--- src/rtl/slot_digit_gen.sv ---
// Per-lane LFSR digit generator for the slot display: staggered spin chain,
// mod-10 digit capture and active-high 7-segment decode ({g,f,e,d,c,b,a}).
module slot_digit_gen #(
  parameter int unsigned NUM_DIGITS  = 4,
  parameter int unsigned STAGE_DELAY = 1,
  parameter logic [15:0] SEED        = 16'hACE1
) (
  input  logic                    clk,
  input  logic                    rst_n,
  input  logic                    spin,
  output logic [NUM_DIGITS-1:0]   spin_dly,
  output logic [4*NUM_DIGITS-1:0] digit,
  output logic [7*NUM_DIGITS-1:0] seg
);

  localparam int unsigned CHAIN_LEN = NUM_DIGITS * STAGE_DELAY;
  localparam logic [15:0] POLY      = 16'hB400;

  logic [CHAIN_LEN-1:0] chain;
  logic [15:0]          lfsr     [NUM_DIGITS];
  logic [15:0]          lfsr_nxt [NUM_DIGITS];
  logic [3:0]           cap_dig  [NUM_DIGITS];

  // Lane k starts from SEED rotated left by 4*k so every lane runs its own phase.
  function automatic logic [15:0] seed_for(input int unsigned k);
    int unsigned r;
    r = (4 * k) % 16;
    if (r == 0) return SEED;
    return (SEED << r) | (SEED >> (16 - r));
  endfunction

  function automatic logic [6:0] seg_of(input logic [3:0] d);
    case (d)
      4'd0:    return 7'h3F;
      4'd1:    return 7'h06;
      4'd2:    return 7'h5B;
      4'd3:    return 7'h4F;
      4'd4:    return 7'h66;
      4'd5:    return 7'h6D;
      4'd6:    return 7'h7D;
      4'd7:    return 7'h07;
      4'd8:    return 7'h7F;
      4'd9:    return 7'h6F;
      default: return 7'h00;
    endcase
  endfunction

  // Shift form works for a single-flop chain as well as longer ones.
  always_ff @(posedge clk or negedge rst_n) begin
    if (!rst_n) chain <= '0;
    else        chain <= (chain << 1) | CHAIN_LEN'(spin);
  end

  always_comb begin
    spin_dly = '0;
    for (int unsigned k = 0; k < NUM_DIGITS; k++)
      spin_dly[k] = chain[(k + 1) * STAGE_DELAY - 1];
  end

  always_comb begin
    for (int unsigned k = 0; k < NUM_DIGITS; k++) begin
      lfsr_nxt[k] = lfsr[k][0] ? ((lfsr[k] >> 1) ^ POLY) : (lfsr[k] >> 1);
      cap_dig[k]  = 4'(lfsr[k][7:0] % 8'd10);
    end
  end

  always_ff @(posedge clk or negedge rst_n) begin
    if (!rst_n) begin
      for (int unsigned k = 0; k < NUM_DIGITS; k++) lfsr[k] <= seed_for(k);
      digit <= '0;
    end else begin
      for (int unsigned k = 0; k < NUM_DIGITS; k++) begin
        lfsr[k] <= lfsr_nxt[k];
        if (spin_dly[k]) digit[4*k +: 4] <= cap_dig[k];
      end
    end
  end

  always_comb begin
    seg = '0;
    for (int unsigned k = 0; k < NUM_DIGITS; k++)
      seg[7*k +: 7] = seg_of(digit[4*k +: 4]);
  end

endmodule

--- config.mk ---
export PLATFORM = sky130hd
export DESIGN_NAME = slot_digit_gen
export DESIGN_NICKNAME = d
export VERILOG_FILES = /design/src/rtl/slot_digit_gen.sv
export SDC_FILE = /design/constraint.sdc
export NUM_CORES = 1
export LEC_CHECK = 0
export ABC_AREA = 1
export CORE_MARGIN = 8
export CORE_UTILIZATION = 46
export CTS_CLUSTER_SIZE = 12
export DETAILED_ROUTE_END_ITERATION = 7
export PLACE_DENSITY = 0.78
export SLEW_MARGIN = 20
export SYNTH_ARGS = -nofsm -noshare
export SYNTH_HDL_FRONTEND = slang
export SYNTH_SLANG_ARGS = --single-unit
--- constraint.sdc ---
create_clock -name clk -period 2.25 [get_ports clk]
set_input_delay 0.3375 -clock clk [delete_from_list [all_inputs] [get_ports clk]]
set_output_delay 0.3375 -clock clk [all_outputs]
set_load 0.005 [all_outputs]
; Word-level counts from Yosys, hierarchy flattened
; Memory sizes are Yosys's and may differ from the RTL's.
; Index checks and enable logic that the tools add are counted.
[totals]
regBits = 84
rom_bits = 448
inputBits = 3
output_inout_bits = 48
wordCells = 26
mem_count = 4
[memory_table]
columns = memory, depth, width, rd, rd_ports_with_merged_regs, wr, line
row1 = (name not given), 16, 7, 1, 0, 0, 33  ; case (d)
row2 = (name not given), 16, 7, 1, 0, 0, 33
row3 = (name not given), 16, 7, 1, 0, 0, 33
row4 = (name not given), 16, 7, 1, 0, 0, 33
[classes]
n_div = 4
mux = 4
bitwise_logic = 5
[op_table]
columns = operator, count
row1 = $mux W16, 4
row2 = $mod A8 B4 Y8 const B, 4
row3 = $not A3 Y4, 4
row4 = $or A4 B1 Y4, 1

; Depth between registers and ports, before layout
; Gate-level depths: netlist of the first run.
[logic_depth]
ltp_word = 2
depth_mapped = 27
mapped_depth_nobuf = 27

; Worst setup path before layout of the first run
; No wires, ideal clock.
[synth_path]
path_kind = register to register
start = reg lfsr[6] (netlist name)
end = reg digit[14]
setup_time_ns = 0.116
arrival_ns = 2.349
required_time_ns = 2.134
setup_slack_ns = -0.216
stages_incl_launch_ff = 24
period_less_slack_ns = 2.466
cell_sequence = dfstp_2 > inv_1 > ha_1 > inv_1 > nand2_1 > nand2_1 > clkinv_1 > nand2_4 > nand3_1 > nand2_1 > xor2_1 > nand2_1 > nand2_1 > inv_2 > nand2_2 > nand2_2 > nand2_2 > nand3_1 > nand2_2 > nand2_2 > nand2_2 > nand2_1 > nand2_1 > nand2_1
[synth_via]
elab_chain_len = 1
[synth_lines]
columns = item, line
row1 = start: declaration, 20  ; logic [15:0] lfsr [NUM_DIGITS];
row2 = start signal: indexed assignment, 73  ; lfsr[k] <= lfsr_nxt[k];
row3 = $mod A8 B4 Y8, 63  ; cap_dig[k] = 4'(lfsr[k][7:0] % 8'd10);
row4 = end signal: indexed assignment, 74  ; if (spin_dly[k]) digit[4*k +: 4] <= cap_dig[k];
row5 = end: declaration, 12  ; output logic [4*NUM_DIGITS-1:0] digit,
; Every way passes these cells.
; A chain may end at the register's enable or synchronous reset.

; Final worst setup path of the first run
; Same ends and word-level chain as after synthesis.

==> results.sh, run 1 <==
export IMPL_syn2layout_area_growth_pct=38.0
export IMPL_synth_cell_types=33
export IMPL_n_antenna_cell=0
export IMPL_critPathLaunchType="flop"
export IMPL_grt_pass1_wl_mm=17.7
export IMPL_slowest_delay_ps=570
export IMPL_cp_end_kind="flop"
export IMPL_crit_cells=23
export IMPL_min_period_ps=2680
export IMPL_crit_slowest_cell="dfstp_2"
export IMPL_cp_cell_sequence="inv_4, ha_4, inv_2, nand2_2, nand2_2, inv_4, nand2_4, buf_4, buf_4, nand2_2, nand4_1, nand2_2, nand2_2, nand2_2, nand2_4, nand2_2, nand2_2, nand2_4, nand2_2, nand2_2, nand2_1, nand2_1, nand2_1"
export IMPL_drtIter0Drc=190
export IMPL_grt_max_degree=44
export IMPL_netlist_instances=610
export IMPL_tightest_slew_ps=539
export IMPL_reg2reg_to="digit[14]"
export IMPL_hold_depth=0
export IMPL_path_delay_family="simple AND/OR/NAND/NOR gates"
export IMPL_crit_arrival_ps=2930
export IMPL_port_buffers=50
export IMPL_setup_viol=17
export IMPL_path_clk_slew_ps=90
export IMPL_place_hpwl_mm=7.27
export IMPL_holdWs_ps=351
export IMPL_coreArea_um2=10700
export IMPL_final_common_cell="nand2_1"
export IMPL_ys_top_cells_by_area="dfrtp_1 26%, dfstp_2 17%, nand2_1 14%, ha_1 6.8%, nand2_2 5.7%"
export IMPL_rsz0062_at_grt="true"
export IMPL_grt_total_usage=0.144
export IMPL_place_congestion=0.837
export IMPL_grt_overflow=0
export IMPL_grt_pass1_vias=4301
export IMPL_finalHoldViolations=0
export IMPL_routed_wl_mm=11.4
export IMPL_wl_per_cell_um=12.9
export IMPL_ys_warn_count=0
export IMPL_cp_max_fo=5
export IMPL_synthesis_area_um2=4970
export IMPL_fin_tns_setup_ps=-3680
export IMPL_layout_common_cells="137 x nand2_1, 72 x nand2_2, 63 x buf_4, 59 x inv_1, 48 x dfrtp_1"
export IMPL_drv_cap=0
export IMPL_ir_drop_uv=358
export IMPL_cts_made_buffers=9
export IMPL_syn_nets=640
export IMPL_yosysTopAreaCell="dfrtp_1"
export IMPL_final_util=0.641
export IMPL_ys_seq_area_frac=0.431
export IMPL_rr_worst_depth=23
export IMPL_die_area_um2=14400
export IMPL_dpl_cell_area_um2=5920
export IMPL_slew_headroom=0.641
export IMPL_start_util=0.464
export IMPL_cts_tree="built"
export IMPL_synth_top_area_share=0.262
export IMPL_hp_class="flop to flop"
export IMPL_via_count=4350
export IMPL_ff2ff_setup_slack_ps=-430
export IMPL_dieHeight_um=120
export IMPL_power_density_nw_per_um2=398
export IMPL_failed_checks="negative setup slack"
export IMPL_fin_ws_ps=-426
export IMPL_worst_path_most_repeated_cell="nand2_2"
export IMPL_htreeDepth=3
export IMPL_vias_per_cell=4.94
export IMPL_drive_gt1_frac=0.412
export IMPL_fmax_mhz=374
export IMPL_cts_sinks=84
export IMPL_period_share=1.19
export IMPL_clock_path_buffers=2
export IMPL_final_nets=766
export IMPL_ant_nets=0
export IMPL_clkLatencyLatePin_ps=350
export IMPL_status="complete, but fails checks"
export IMPL_path_buf_inv=5
export IMPL_reg2reg_from="lfsr[6]"
export IMPL_num_rows=38
export IMPL_fp_dieW_um=120
export IMPL_setup_worst_path_class="flop to flop"
export IMPL_startpoint="lfsr[6]"
export IMPL_leakage_nw=3.77
export IMPL_syn_avg_cell_area_um2=8.14
export IMPL_stdcell_area_um2=6850
export IMPL_io_pins=51
export IMPL_finClkSkew_ps=11.2
export IMPL_antenna_found_initial=0
export IMPL_synth_seq_cells=84
export IMPL_required_ps=2500
export IMPL_maxSlewViolCount=0
export IMPL_drtPass1Iterations=4
export IMPL_root_buffer="clkbuf_8"
export IMPL_fillers=803
export IMPL_crit_end="digit[14]"
export IMPL_drc=0
## Yosys cell counts
cell / n
a21oi_1: 5
a21oi_2: 2
a21oi_4: 1
buf_2: 1
clkbuf_1: 1
clkinv_1: 2
clkinv_2: 1
dfrtp_1: 52
dfstp_2: 32
ha_1: 27
inv_1: 74
inv_2: 12
nand2_1: 189
nand2_2: 45
nand2_4: 8
nand3_1: 44
nand3_2: 10
nand3_4: 3
nand3b_1: 4
nand4_1: 11
nor2_1: 11
nor2_2: 1
nor2_4: 3
nor3_1: 1
o2111ai_1: 1
o211ai_1: 4
o21ai_0: 35
o21ai_1: 3
o21ai_2: 2
o22ai_1: 2
or2_1: 2
or2_2: 4
xor2_1: 17
## per-stage QoR
| step | setup slack (ps) | std cells | total power (W) |
|---|---|---|---|
| CTS | -327 | 868 | 0.00276 |
| global route | -589 | 881 | 0.00285 |
| finish | -426 | 881 | 0.00273 |
| detailed placement | -377 | 823 | 0.00169 |
| floorplan | -122 | 610 | 0.00159 |
| global placement | -231 | 823 | 0.00168 |
## cell families (layout without fill, tap and decap cells)
| group | count (synthesis) | count (layout) | share of synthesized area |
|---|---|---|---|
| adders and majority gates | 27 | 27 | 0.0680 |
| and+or+nand+nor | 336 | 336 | 0.338 |
| buffers and inverters | 91 | 222 | 0.0693 |
| xor gates and xnor gates | 17 | 17 | 0.0300 |
| DFF | 84 | 84 | 0.431 |
| AOI/OAI and AO/OA | 55 | 55 | 0.0640 |
## where the power goes
part / leakage, nW / internal (W) / total [W] / switching [W]
combinational: 2.63 / 0.0000563 / 0.000120 / 0.0000638
clock: 0.100 / 0.000519 / 0.00107 / 0.000556
sequential: 1.04 / 0.00152 / 0.00154 / 0.0000169
## routing by layer
metal,GRT usage,vias to the layer above,wire length [um]
li1,-,2178,-
met1,0.152,2088,4680
met2,0.272,71,6200
met3,0.0338,13,371
met4,0.0531,0,113
met5,0,-,0
## repair_timing
item / in CTS / in global routing
setup endpoints to repair: 32 / 29
setup buffers: 29 / 13
gates resized for setup: 55 / 89
hold buffers: 1 / 0
hold endpoints to repair: 27 / 0
pin swaps: 26 / 46
## registers in the layout, indices dropped and copies added, names as in the netlist
| signal | count |
|---|---|
| spin_dly | 4 |
| lfsr | 64 |
| digit | 16 |
## final cells by class
class / instances / area, um^2 / area share
Sequential cell: 84 / 2150 / 0.313
Inverter: 89 / 354 / 0.0517
Multi-Input combinational cell: 435 / 2950 / 0.431
Timing Repair Buffer: 117 / 1030 / 0.150
Clock inverter: 7 / 73.8 / 0.0108
Tap cell: 140 / 175 / 0.0256
Clock buffer: 9 / 124 / 0.0181
## worst min-delay path by stage
stage	start	endpoint
floorplan	rst_n	digit[0]
global placement	lfsr[60]	lfsr[59]
detailed placement	lfsr[40]	lfsr[39]
CTS	lfsr[40]	lfsr[39]
global route	lfsr[57]	lfsr[56]
finish	lfsr[40]	lfsr[39]
(Power assumes the default switching activity.)
==> run 2: changes to the inputs <==
CORE_MARGIN = 1   (was 8)
SKIP_CTS_REPAIR_TIMING = 1   (was not set)
SLEW_MARGIN = 10   (was 20)
==> results.sh, run 2 (synthesis results as in run 1) <==
export IMPL_status="complete, but fails checks"
export IMPL_failed_checks="negative setup slack"
export IMPL_drv_cap=0
export IMPL_setup_worst_path_class="flop to flop"
export IMPL_io_pins=51
export IMPL_final_nets=755
export IMPL_coreArea_um2=10400
export IMPL_final_common_cell="nand2_1"
export IMPL_rsz0062_at_grt="true"
export IMPL_required_ps=2510
export IMPL_root_buffer="clkbuf_8"
export IMPL_htreeDepth=3
export IMPL_crit_arrival_ps=2940
export IMPL_grt_pass1_wl_mm=16.6
export IMPL_path_clk_slew_ps=100
export IMPL_drc=0
export IMPL_via_count=4309
export IMPL_power_density_nw_per_um2=417
export IMPL_fmax_mhz=373
export IMPL_grt_overflow=0
export IMPL_n_antenna_cell=0
export IMPL_syn2layout_area_growth_pct=39.3
export IMPL_cts_made_buffers=9
export IMPL_finalHoldViolations=0
export IMPL_place_congestion=0.816
export IMPL_drive_gt1_frac=0.401
export IMPL_drtIter0Drc=239
export IMPL_layout_common_cells="141 x nand2_1, 58 x inv_1, 56 x nand2_2, 51 x buf_4, 47 x dfrtp_1"
export IMPL_cts_sinks=84
export IMPL_routed_wl_mm=10.9
export IMPL_critPathLaunchType="flop"
export IMPL_maxSlewViolCount=0
export IMPL_cp_end_kind="flop"
export IMPL_regMostFlops="lfsr"
export IMPL_hp_class="flop to flop"
export IMPL_die_area_um2=11200
export IMPL_wl_per_cell_um=12.6
export IMPL_antenna_found_initial=0
export IMPL_ir_drop_uv=368
export IMPL_grt_max_degree=60
export IMPL_cp_max_fo=5
export IMPL_fin_ws_ps=-430
export IMPL_finClkSkew_ps=11.9
export IMPL_grt_pass1_vias=4029
export IMPL_slew_headroom=0.761
export IMPL_dieHeight_um=106
export IMPL_grt_total_usage=0.181
export IMPL_ant_nets=0
export IMPL_clock_path_buffers=2
export IMPL_fp_dieW_um=106
export IMPL_place_hpwl_mm=6.91
export IMPL_clkLatencyLatePin_ps=360
export IMPL_period_share=1.19
export IMPL_port_buffers=50
export IMPL_tightest_slew_ps=359
export IMPL_num_rows=37
export IMPL_ff2ff_setup_slack_ps=-430
export IMPL_dp_worst_setup_slack_ps=-417
export IMPL_setup_viol=16
export IMPL_cts_tree="built"
export IMPL_drtPass1Iterations=4
export IMPL_vias_per_cell=4.98
export IMPL_power_w=0.00289
export IMPL_start_util=0.477
export IMPL_leakage_nw=3.86
export IMPL_min_period_ps=2680
export IMPL_largest_reg_flops=64
==> run 2: cell types whose count changed in the layout (fill, tap and decap cells not counted), sizes merged <==
cell           previous run  this run
buf                      67        56
bufinv                    1         2
clkbuf                   11         9
clkdlybuf4s15             1         0
clkdlybuf4s50            33        29
clkinv                    4         2
clkinvlp                  1         0
dlygate4sd2               6         0
dlymetal6s2s              7        20
inv                      90        92
==> run 2: path summary, 6_finish.rpt <==
check	start	endpoint	cells past startpoint
hold / removal	lfsr[56]	lfsr[55]	0
min in group asynchronous	rst_n	lfsr[15]	2
setup reg to reg	lfsr[6]	digit[14]	24
setup / recovery	lfsr[6]	digit[14]	24
max in group asynchronous	rst_n	lfsr[19]	3
hold reg to reg	lfsr[56]	lfsr[55]	0
==> run 2: worst max-delay path, stage by stage (launching register included) <==
cell     delay (ps)
dfstp_2         560
inv_4            50
ha_4            200
inv_2            50
nand2_2          40
nand2_2          90
inv_4            40
nand2_4         100
nand2_4          80
nand2_4         100
nand3_4          90
nand2_4         110
nand4_1         190
nand2_4         140
nand2_4          60
nand2_4          70
nand2_4          80
nand2_4          90
nand2_4          60
nand2_4          80
nand2_2          50
nand2_2          70
nand2_1          60
nand2_1          80
nand2_1          60
==> run 2: through the flow <==
stage | hold WS [ps] | TNS (ps) | utilization | cell area [um^2] | cells
final | 352 | -3860 | 0.665 | 6920 | 866
after floorplan | 41.9 | -698 | - | 5050 | 610
after global routing | 359 | -6790 | 0.665 | 6920 | 866
after global placement | 264 | -1620 | 0.569 | 5920 | 820
after detailed placement | 271 | -2660 | 0.569 | 5920 | 820
after CTS | -125 | -5280 | 0.591 | 6150 | 836
==> run 2: layout make-up <==
cell class,instances,area (um^2)
inverters,89,352
fillers,750,3490
repair buffers,106,1010
clock buffers,9,124
flip-flops and latches,84,2150
multi-input cells,435,3010
clock inverters,7,106
well taps,136,170
==> run 2: layer usage <==
layer  vias up  share of wire  global-route usage
li1       2158              -                   -
met1      2071           0.43               0.221
met2        61           0.53               0.321
met3        19          0.023              0.0343
met4         0          0.017              0.0585
met5         -              0                   0
==> run 2: power by group <==
part	internal [W]	switching [W]	total [W]
registers	0.00152	0.0000172	0.00154
clock network	0.000644	0.000590	0.00123
logic	0.0000576	0.0000622	0.000120
==> run 3: changes to the inputs <==
SLEW_MARGIN = not set   (was 10)
TNS_END_PERCENT = 50   (was not set)
==> results.sh, run 3 (synthesis results as in run 1) <==
export IMPL_antenna_found_initial=0
export IMPL_io_pins=51
export IMPL_power_density_nw_per_um2=426
export IMPL_grt_max_degree=47
export IMPL_rsz0062_at_grt="true"
export IMPL_dieHeight_um=106
export IMPL_wl_per_cell_um=11.7
export IMPL_fmax_mhz=372
export IMPL_maxSlewViolCount=0
export IMPL_regMostFlops="lfsr"
export IMPL_setup_worst_path_class="flop to flop"
export IMPL_cp_max_fo=5
export IMPL_hp_class="input port to asynchronous set/reset pin"
export IMPL_highest_layer="met4"
export IMPL_final_nets=748
export IMPL_setup_viol=19
export IMPL_cp_end_kind="flop"
export IMPL_via_count=4148
export IMPL_critPathLaunchType="flop"
export IMPL_leakage_nw=3.63
export IMPL_finalHoldViolations=28
export IMPL_drv_cap=0
export IMPL_cts_sinks=84
export IMPL_failed_checks="negative hold slack, negative setup slack"
export IMPL_place_hpwl_mm=6.89
export IMPL_routed_wl_mm=10.1
export IMPL_final_common_cell="nand2_1"
export IMPL_path_clk_slew_ps=90
export IMPL_dp_cells=823
export IMPL_status="complete, but fails checks"
export IMPL_wl_met2_mm=5.23
export IMPL_tightest_slew_ps=560
export IMPL_htreeDepth=3
export IMPL_drive_gt1_frac=0.380
export IMPL_cts_made_buffers=9
export IMPL_finalNonFillerCells=859
export IMPL_port_buffers=50
export IMPL_grt_overflow=0
export IMPL_place_congestion=0.805
export IMPL_min_period_ps=2690
export IMPL_cts_tree="built"
export IMPL_die_area_um2=11200
export IMPL_coreArea_um2=10400
export IMPL_fin_tns_setup_ps=-3840
export IMPL_finClkSkew_ps=14.0
export IMPL_fin_ws_ps=-440
export IMPL_n_antenna_cell=0
export IMPL_num_rows=37
export IMPL_vias_per_cell=4.83
export IMPL_fp_dieW_um=106
export IMPL_required_ps=2500
export IMPL_ant_nets=0
export IMPL_layout_common_cells="146 x nand2_1, 76 x nand2_2, 57 x inv_1, 49 x dfrtp_1, 45 x buf_4"
export IMPL_ir_drop_uv=283
export IMPL_start_util=0.477
export IMPL_root_buffer="clkbuf_8"
export IMPL_met3_wirelength_um=265
export IMPL_clkLatencyLatePin_ps=360
export IMPL_drtIter0Drc=154
export IMPL_slew_headroom=0.626
export IMPL_grt_pass1_wl_mm=16.1
export IMPL_grt_total_usage=0.176
export IMPL_drc=0
export IMPL_clock_path_buffers=2
export IMPL_syn2layout_area_growth_pct=33.3
export IMPL_largest_reg_flops=64
export IMPL_drtPass1Iterations=4
export IMPL_holdWs_ps=-24.8
export IMPL_wl_met1_mm=4.41
export IMPL_period_share=1.20
export IMPL_crit_arrival_ps=2940
export IMPL_grt_pass1_vias=3908
==> run 3: changes by cell type in the layout (fill, tap and decap cells not counted), sizes merged <==
cell           delta
dlygate4sd3       -1
clkdlybuf4s50    +11
clkinv            +1
dlymetal6s2s     -11
clkinvlp          +1
clkbuf            +1
buf               -6
inv               -3
==> run 3: path summary, 6_finish.rpt <==
check	start	cells past startpoint	slack, ps	endpoint
worst max-delay path	lfsr[6]	25	-440	digit[13]
worst min-delay path	rst_n	1	-20	lfsr[52]
worst max register to register	lfsr[6]	25	-440	digit[13]
worst min register to register	lfsr[26]	0	350	lfsr[25]
max in group asynchronous	rst_n	2	1610	lfsr[36]
min in group clk	lfsr[26]	0	350	lfsr[25]
==> run 3: critical path, cell delays in order, from the launching register on <==
cell and delay, ps:
dfstp_2 560, inv_4 50, ha_4 250, inv_2 30, nand2_2 40, nand2_2 80, inv_4 60, nand2_4 80
nand2_4 100, nand2_2 80, nand2_2 120, inv_4 50, nand2_4 70, nand4_1 160, nand2_2 130, nand2_2 60
nand2_2 60, nand2_2 80, nand2_2 80, nand2_2 50, nand2_2 90, nand2_2 50, nand2_2 70, nand2_1 60
nand2_1 60, nand2_1 60
==> run 3: power breakdown <==
part           total (W)  internal (W)  switching, W  leakage, nW
registers        0.00154       0.00152     0.0000170         1.04
clock network    0.00116      0.000627      0.000536        0.106
logic           0.000123     0.0000615     0.0000614         2.48
==> run 3: final cells by class <==
cell class / count / area (um^2)
Inverter: 89 / 344
Clock buffer: 10 / 128
Multi-Input combinational cell: 435 / 2830
Clock inverter: 6 / 90.1
Timing Repair Buffer: 99 / 916
Tap cell: 136 / 170
Sequential cell: 84 / 2150
Fill cell: 810 / 3800
==> run 3: layer usage <==
metal  GRT usage  vias up
met5           0        -
met4      0.0496        0
met3      0.0356       15
met2       0.315       54
met1       0.213     1931
li1            -     2148
==> run 3: stage by stage <==
stage | worst slack, ps | util | total power, W | area [um^2]
finish | -440 | 0.636 | 0.00282 | 6620
global route | -616 | 0.636 | 0.00293 | 6620
detailed placement | -367 | 0.569 | 0.00169 | 5930
CTS | -382 | 0.590 | 0.00285 | 6140
floorplan | -122 | - | 0.00159 | 5040
global placement | -266 | 0.569 | 0.00168 | 5930
